[config.mk]
export PLATFORM = sky130hd
export DESIGN_NAME = otp_ctrl_lci_seq_flat
export DESIGN_NICKNAME = d
export VERILOG_FILES = /design/src/rtl/otp_ctrl_lci_seq_if.sv /design/src/rtl/otp_ctrl_lci_seq.sv /design/src/flat_wrapper.sv
export SDC_FILE = /design/constraint.sdc
export NUM_CORES = 1
export LEC_CHECK = 0
export CAP_MARGIN = 20
export CORE_UTILIZATION = 35
export CTS_CLUSTER_DIAMETER = 80
export DETAILED_ROUTE_END_ITERATION = 10
export PLACE_DENSITY = 0.93
export SLEW_MARGIN = 20
export SYNTH_ARGS = -nofsm -noshare
export SYNTH_HDL_FRONTEND = slang
export SYNTH_SLANG_ARGS = --single-unit
[constraint.sdc]
create_clock -name clk_i -period 4.1 [get_ports clk_i]
set_clock_uncertainty 0.15 [all_clocks]
set_input_delay 0.41 -clock clk_i [delete_from_list [all_inputs] [get_ports clk_i]]
set_output_delay 0.41 -clock clk_i [all_outputs]
set_load 0.05 [all_outputs]
[src/rtl/otp_ctrl_lci_seq_if.sv]
// Handshake bundle between the life cycle programming sequencer, the LC controller
// and the OTP macro arbiter.
//   master : sequencer side (drives lc_ack/lc_err and the otp_* request fields)
//   slave  : environment side (drives lc_req/lc_data and the otp_* response fields)
// Signals:
//   lc_req / lc_data           transition request and image (word i at [i*WordWidth +: WordWidth])
//   lc_ack / lc_err            one-cycle done pulse, qualified by aggregated failure
//   otp_req/cmd/addr/wdata     macro request (cmd 0 = Read, 1 = Write), held until otp_gnt
//   otp_gnt                    request accepted
//   otp_rvalid/rdata/err       macro response (err 0 = NoError)
interface otp_ctrl_lci_seq_if #(
    parameter int unsigned NumWords  = 10,
    parameter int unsigned WordWidth = 16,
    parameter int unsigned AddrWidth = 11
);
    logic                            lc_req;
    logic [NumWords*WordWidth-1:0]   lc_data;
    logic                            lc_ack;
    logic                            lc_err;
    logic                            otp_req;
    logic                            otp_cmd;
    logic [AddrWidth-1:0]            otp_addr;
    logic [WordWidth-1:0]            otp_wdata;
    logic                            otp_gnt;
    logic                            otp_rvalid;
    logic [WordWidth-1:0]            otp_rdata;
    logic [2:0]                      otp_err;

    modport master (
        input  lc_req, lc_data, otp_gnt, otp_rvalid, otp_rdata, otp_err,
        output lc_ack, lc_err, otp_req, otp_cmd, otp_addr, otp_wdata
    );

    modport slave (
        output lc_req, lc_data, otp_gnt, otp_rvalid, otp_rdata, otp_err,
        input  lc_ack, lc_err, otp_req, otp_cmd, otp_addr, otp_wdata
    );
endinterface

[src/rtl/otp_ctrl_lci_seq.sv]
// Life cycle programming sequencer: burns NumWords native words of an LC image starting at
// BaseAddr. Zero words are skipped, MacroError responses are retried up to MaxRetries times per
// word, and failures are aggregated (remaining words are still programmed).
// Optional feature macro: OTP_LCI_READBACK_EN adds a read-back compare after every successful
// write; a mismatch (or read error) counts as CheckFailError and is retried like MacroError.
// Ports:
//   clk_i, rst_ni     clock, asynchronous active-low reset
//   lci_en_i          enable, leaves ResetSt
//   escalate_i        escalation, forces terminal ErrorSt
//   bus (master)      LC request/ack and OTP macro request/response bundle
//   error_o           latched error code (otp_err_e encoding)
//   fsm_err_o         pulse on illegal state, counter fault or escalation
//   idle_o            high only in IdleSt
module otp_ctrl_lci_seq #(
    parameter int unsigned NumWords   = 10,
    parameter int unsigned WordWidth  = 16,
    parameter int unsigned AddrWidth  = 11,
    parameter int unsigned BaseAddr   = 'h170,
    parameter int unsigned MaxRetries = 2
) (
    input  logic                clk_i,
    input  logic                rst_ni,
    input  logic                lci_en_i,
    input  logic                escalate_i,
    otp_ctrl_lci_seq_if.master  bus,
    output logic [2:0]          error_o,
    output logic                fsm_err_o,
    output logic                idle_o
);

    localparam int unsigned IdxW = (NumWords > 1) ? $clog2(NumWords) : 1;
    localparam logic [IdxW-1:0] LastIdx = IdxW'(NumWords - 1);

    localparam logic [2:0] NoError        = 3'd0;
    localparam logic [2:0] MacroError     = 3'd1;
    localparam logic [2:0] CheckFailError = 3'd6;
    localparam logic [2:0] FsmStateError  = 3'd7;

    // Codewords of the [8,4,4] Reed-Muller code: pairwise Hamming distance >= 4.
    typedef enum logic [7:0] {
        ResetSt     = 8'b0011_1100,
        IdleSt      = 8'b1111_0000,
        WriteSt     = 8'b1100_1100,
        WriteWaitSt = 8'b1010_1010,
        ReadSt      = 8'b0101_1010,
        ReadWaitSt  = 8'b0110_0110,
        ErrorSt     = 8'b0000_1111
    } state_e;

    state_e           state_d, state_q;
    logic [IdxW-1:0]  idx_d, idx_q, idx_inv_q;
    logic [2:0]       retry_d, retry_q;
    logic [2:0]       error_d, error_q;
    logic [WordWidth-1:0] cur_word;
    logic             cnt_err, retry_ok, word_done;

    // Word counter is stored twice (true and inverted); any disagreement is a fault.
    assign cnt_err  = (idx_q != ~idx_inv_q) || (idx_q > LastIdx);
    assign cur_word = bus.lc_data[WordWidth*idx_q +: WordWidth];
    assign retry_ok = 32'(retry_q) < MaxRetries;
    assign error_o  = error_q;
    assign idle_o   = (state_q == IdleSt);

`ifndef OTP_LCI_READBACK_EN
    logic unused_rdata;
    assign unused_rdata = ^bus.otp_rdata;
`endif

    always_comb begin
        state_d       = state_q;
        idx_d         = idx_q;
        retry_d       = retry_q;
        error_d       = error_q;
        word_done     = 1'b0;
        fsm_err_o     = 1'b0;
        bus.lc_ack    = 1'b0;
        bus.lc_err    = 1'b0;
        bus.otp_req   = 1'b0;
        bus.otp_cmd   = 1'b0;
        bus.otp_addr  = '0;
        bus.otp_wdata = '0;

        case (state_q)
            ResetSt: begin
                if (lci_en_i) state_d = IdleSt;
            end
            IdleSt: begin
                if (bus.lc_req) begin
                    state_d = WriteSt;
                    idx_d   = '0;
                    retry_d = '0;
                end
            end
            WriteSt: begin
                if (cur_word == '0) begin
                    word_done = 1'b1;
                end else begin
                    bus.otp_req   = 1'b1;
                    bus.otp_cmd   = 1'b1;
                    bus.otp_addr  = AddrWidth'(BaseAddr) + AddrWidth'(idx_q);
                    bus.otp_wdata = cur_word;
                    if (bus.otp_gnt) state_d = WriteWaitSt;
                end
            end
            WriteWaitSt: begin
                if (bus.otp_rvalid) begin
                    if (bus.otp_err == MacroError && retry_ok) begin
                        retry_d = retry_q + 3'd1;
                        state_d = WriteSt;
                    end else if (bus.otp_err != NoError) begin
                        if (error_q == NoError) error_d = bus.otp_err;
                        word_done = 1'b1;
                    end else begin
`ifdef OTP_LCI_READBACK_EN
                        state_d = ReadSt;
`else
                        word_done = 1'b1;
`endif
                    end
                end
            end
`ifdef OTP_LCI_READBACK_EN
            ReadSt: begin
                bus.otp_req  = 1'b1;
                bus.otp_addr = AddrWidth'(BaseAddr) + AddrWidth'(idx_q);
                if (bus.otp_gnt) state_d = ReadWaitSt;
            end
            ReadWaitSt: begin
                if (bus.otp_rvalid) begin
                    if (bus.otp_rdata == cur_word && bus.otp_err == NoError) begin
                        word_done = 1'b1;
                    end else if (retry_ok) begin
                        retry_d = retry_q + 3'd1;
                        state_d = WriteSt;
                    end else begin
                        if (error_q == NoError) error_d = CheckFailError;
                        word_done = 1'b1;
                    end
                end
            end
`endif
            ErrorSt: begin
                if (error_q == NoError) error_d = FsmStateError;
            end
            default: begin
                state_d   = ErrorSt;
                fsm_err_o = 1'b1;
                if (error_q == NoError) error_d = FsmStateError;
            end
        endcase

        if (word_done) begin
            if (idx_q == LastIdx) begin
                bus.lc_ack = 1'b1;
                bus.lc_err = (error_d != NoError);
                state_d    = (error_d != NoError) ? ErrorSt : IdleSt;
            end else begin
                idx_d   = idx_q + IdxW'(1);
                retry_d = '0;
                state_d = WriteSt;
            end
        end

        // Escalation and counter faults override every other transition.
        if (escalate_i || cnt_err) begin
            state_d    = ErrorSt;
            fsm_err_o  = 1'b1;
            bus.lc_ack = 1'b0;
            bus.lc_err = 1'b0;
            if (error_d == NoError) error_d = FsmStateError;
        end
    end

    always_ff @(posedge clk_i or negedge rst_ni) begin
        if (!rst_ni) begin
            state_q   <= ResetSt;
            idx_q     <= '0;
            idx_inv_q <= '1;
            retry_q   <= '0;
            error_q   <= NoError;
        end else begin
            state_q   <= state_d;
            idx_q     <= idx_d;
            idx_inv_q <= ~idx_d;
            retry_q   <= retry_d;
            error_q   <= error_d;
        end
    end

endmodule

[src/flat_wrapper.sv]
// flat-port wrapper written by rule: the top's interface ports become plain ports
module otp_ctrl_lci_seq_flat 
#(
    parameter int unsigned NumWords   = 10,
    parameter int unsigned WordWidth  = 16,
    parameter int unsigned AddrWidth  = 11,
    parameter int unsigned BaseAddr   = 'h170,
    parameter int unsigned MaxRetries = 2
)
  (clk_i, rst_ni, lci_en_i, escalate_i, error_o, fsm_err_o, idle_o, bus_lc_req, bus_lc_data, bus_otp_gnt, bus_otp_rvalid, bus_otp_rdata, bus_otp_err, bus_lc_ack, bus_lc_err, bus_otp_req, bus_otp_cmd, bus_otp_addr, bus_otp_wdata);
  otp_ctrl_lci_seq_if #(.NumWords(NumWords), .WordWidth(WordWidth), .AddrWidth(AddrWidth)) bus_i ();
  input  logic clk_i;
  input  logic rst_ni;
  input  logic lci_en_i;
  input  logic escalate_i;
  output logic [2:0] error_o;
  output logic fsm_err_o;
  output logic idle_o;
  input wire logic [$bits(bus_i.lc_req)-1:0] bus_lc_req;
  input wire logic [$bits(bus_i.lc_data)-1:0] bus_lc_data;
  input wire logic [$bits(bus_i.otp_gnt)-1:0] bus_otp_gnt;
  input wire logic [$bits(bus_i.otp_rvalid)-1:0] bus_otp_rvalid;
  input wire logic [$bits(bus_i.otp_rdata)-1:0] bus_otp_rdata;
  input wire logic [$bits(bus_i.otp_err)-1:0] bus_otp_err;
  output wire logic [$bits(bus_i.lc_ack)-1:0] bus_lc_ack;
  output wire logic [$bits(bus_i.lc_err)-1:0] bus_lc_err;
  output wire logic [$bits(bus_i.otp_req)-1:0] bus_otp_req;
  output wire logic [$bits(bus_i.otp_cmd)-1:0] bus_otp_cmd;
  output wire logic [$bits(bus_i.otp_addr)-1:0] bus_otp_addr;
  output wire logic [$bits(bus_i.otp_wdata)-1:0] bus_otp_wdata;
  assign bus_i.lc_req = bus_lc_req;
  assign bus_i.lc_data = bus_lc_data;
  assign bus_i.otp_gnt = bus_otp_gnt;
  assign bus_i.otp_rvalid = bus_otp_rvalid;
  assign bus_i.otp_rdata = bus_otp_rdata;
  assign bus_i.otp_err = bus_otp_err;
  assign bus_lc_ack = bus_i.lc_ack;
  assign bus_lc_err = bus_i.lc_err;
  assign bus_otp_req = bus_i.otp_req;
  assign bus_otp_cmd = bus_i.otp_cmd;
  assign bus_otp_addr = bus_i.otp_addr;
  assign bus_otp_wdata = bus_i.otp_wdata;
  otp_ctrl_lci_seq #(.NumWords(NumWords), .WordWidth(WordWidth), .AddrWidth(AddrWidth), .BaseAddr(BaseAddr), .MaxRetries(MaxRetries)) u_core (.clk_i(clk_i), .rst_ni(rst_ni), .lci_en_i(lci_en_i), .escalate_i(escalate_i), .bus(bus_i), .error_o(error_o), .fsm_err_o(fsm_err_o), .idle_o(idle_o));
endmodule
==> run_results.csv <==
group,metric,value,unit
setup_path,reg2reg_depth,9,
global_route,antenna_found_initial,0,
clock_tree,cts_root_buffer,"clkbuf_8",
global_route,grt_max_degree,35,
floorplan,rows,33,
setup_path,crit_chain,"inv_1 -> nand3b_1 -> o22a_1 -> nand4_1 -> nor4_4 -> nand2b_1 -> buf_4 -> nor2_1 -> buf_4",
setup_path,path_buf_inv,3,
route,vias_per_cell,5.66,
setup_path,cp-endpoint,"bus_otp_wdata[4]",
placement,place_congestion,1.00,
floorplan,die_height,94.0,µm
clock_tree,path_clk_slew,0.08,ns
pwr,internal_power,474,µW
setup_path,end_kind,"output port",
route,ant_nets,0,
floorplan,core_area,8220,µm²
clock_tree,clock_sinks,22,
route,drc_errors,0,
setup_path,start_kind,"register",
route,drt_iter0_drc,210,
clock_tree,cts_buffers,3,
run_status,outcome,"complete, no violations",
timing,setup_slack,0.186,ns
route,route.detailed.wl_per_inst,18.9,µm
setup_path,rr_endpoint,"u_core.idx_q[1]",
clock_tree,htreeDepth,1,
layout,multiInputGateArea,2190,µm²
clock_tree,cts_tree,"done",
timing,setup_tns,0,ns
pwr,swShare,0.223,
setup_path,worstPathArrival,3.35,ns
worst_hold_path,hold_path.class,"reg2reg",
route,drt_pass1_iterations,5,
route,num_vias,3493,
global_route,overflow,0,
setup_path,cp-startpoint,"u_core.idx_q[1]",
layout,layout_common_cells,"clkdlybuf4s50_1, mux2i_1, nor2_1, buf_4, nand2_1",
layout,nFillCells,637,
setup_path,path_class,"reg2out",
setup_path,cpPeakStageDelay,0.62,ns
pwr,seq_power_share,0.356,
synth,synth_edf_count,0,
timing,period_minus_slack,3.91,ns
run,drv_cap,0,
timing,final-setup-viol-count,0,
synth,synth_seq_cells,22,
global_route,grt_pass1_wl,17.6,mm
pwr,ir_drop,0.104,mV
layout,antenna_cells,0,
pwr,p_total,611,µW
synth,syn_inst,324,
global_route,grt_pass1_vias,3426,
placement,portBuffers,202,
global_route,grt_usage,0.258,
timing,tightest_slew,0.741,ns
route,routed_wl,11.7,mm
layout,area_delta_synth_final,71.0,%
pwr,power_density,121,nW/µm²
synth,syn_avg_cell_area,9.15,µm²
placement,hpwlAfterDp,9.64,mm
floorplan,io_pins,222,
floorplan,initial_core_util,0.361,
timing,fin_crit_sh,0.955,
layout,regArea,564,µm²
floorplan,die_area,8840,µm²
timing,max_slew_margin,0.504,
pwr,power_frac_comb,0.388,
synth,synth_area,2960,µm²
synth,async_flop_share,1.00,
setup_path,rrSetupSlack,0.53,ns
setup_path,crit_fanout,18,
synth,yosys_warnings,0,
layout,final_common_cell,"clkdlybuf4s50_1",
timing,hold_viol,0,
setup_path,r2r_start,"u_core.idx_q[1]",
setup_path,slowest_stage,"dfrtp_1",
setup_path,critPathTopFamily,"simple AND/OR/NAND/NOR gates",
layout,layout.nets,703,
layout,drive_gt1_frac,0.162,
pwr,switching_power,136,µW
synth,seq_area_frac_synth,0.189,
clock_tree,clk_latency,0.27,ns
timing,rsz0062_at_grt,"no",
timing,finalMaxSlewViolations,0,
pwr,leakage,1.89,nW
synth,yosys_most_used_dff,"dfrtp_1",
setup_path,crit_top_cell,"buf_4",
clock_tree,clockBufferDepth,2,
floorplan,fp.dieW,94.0,µm
setup_path,worst-path-stages,9,
timing,clock.fmax,255,MHz
synth,synth_cell_types,55,
setup_path,worstPathRequired,3.54,ns
placement,post-place-ws,0.391,ns
pwr,p_clk_frac,0.256,
state kept, by name (all words and copies together) (netlist names):
signal / count
u_core.idx_q: 4
u_core.state_q: 8
u_core.error_o: 3
u_core.retry_q: 3
u_core.idx_inv_q: 4
layout make-up:
type                       count  area share
multi-input combinational    265       0.431
timing repair buffer         216       0.417
tap                          105      0.0259
sequential                    22       0.111
clock buffer                   4      0.0109
inverter                       5     0.00370
synthesized netlist by cell type (7+ instances only):
library cell | n | area share
dfrtp_1 | 14 | 0.12
o22a_1 | 16 | 0.047
mux2i_1 | 54 | 0.18
buf_2 | 10 | 0.017
nor2_1 | 47 | 0.060
buf_4 | 10 | 0.025
nand2_1 | 20 | 0.025
dfstp_2 | 8 | 0.071
a221o_1 | 17 | 0.057
a21oi_1 | 7 | 0.012
clkbuf_1 | 9 | 0.011
mux4_2 | 16 | 0.12
timing repair:
item                                   CTS  global route
hold buffers                             0             1
setup buffers                            0             1
resized for setup                        0             1
endpoints found under the hold margin    0            14
setup endpoints to repair                0            22
worst min path at each step:
stage / endpoint / from / slack (ns) / depth (start not counted)
finish: u_core.state_q[3] / u_core.state_q[3] / 0.34 / 2
global route: u_core.state_q[3] / u_core.state_q[3] / 0.36 / 2
CTS: u_core.state_q[3] / u_core.state_q[3] / 0.35 / 2
detailed placement: u_core.state_q[3] / u_core.state_q[3] / 0.34 / 2
global placement: u_core.state_q[3] / u_core.state_q[3] / 0.32 / 2
floorplan: u_core.error_o[0] / rst_ni / -0.04 / 0
cell families after synthesis:
group,Yosys count,share of synthesized area
compound gates,68,0.187
other cells,1,0.00127
xor+xnor,3,0.00887
fa+ha+maj,4,0.0169
flops,22,0.189
simple gates,113,0.202
buf+inv,39,0.0764
mux,74,0.319
layer usage:
layer / track usage / share of wire / up-vias
li1: - / - / 1608
met1: 0.324 / 0.40 / 1633
met2: 0.448 / 0.47 / 220
met3: 0.0421 / 0.10 / 32
met4: 0.0846 / 0.028 / 0
met5: 0 / 0 / -
through the flow:
| step | cells | utilization | cell area, µm² | hold WS (ns) |
|---|---|---|---|---|
| after floorplan | 326 | - | 2970 | -0.0356 |
| after detailed placement | 611 | 0.606 | 4980 | 0.335 |
| after CTS | 615 | 0.613 | 5030 | 0.348 |
| final | 617 | 0.617 | 5070 | 0.343 |
| after global routing | 617 | 0.617 | 5070 | 0.359 |
| after global placement | 611 | 0.606 | 4980 | 0.317 |
power groups by stage:
stage          registers, mW  logic [mW]  clock network (mW)
2_1_floorplan          0.221      0.0562                   0
3_3_place_gp           0.221       0.230                   0
3_5_place_dp           0.221       0.235                   0
4_1_cts                0.217       0.236               0.158
5_1_grt                0.217       0.250               0.164
6_report               0.217       0.237               0.157
worst min-delay path, cell delays in order, from the launching register on:
cell and delay, ns:
dfstp_2 0.39, inv_1 0.05, a21oi_1 0.05
(Power assumes the default switching activity.)
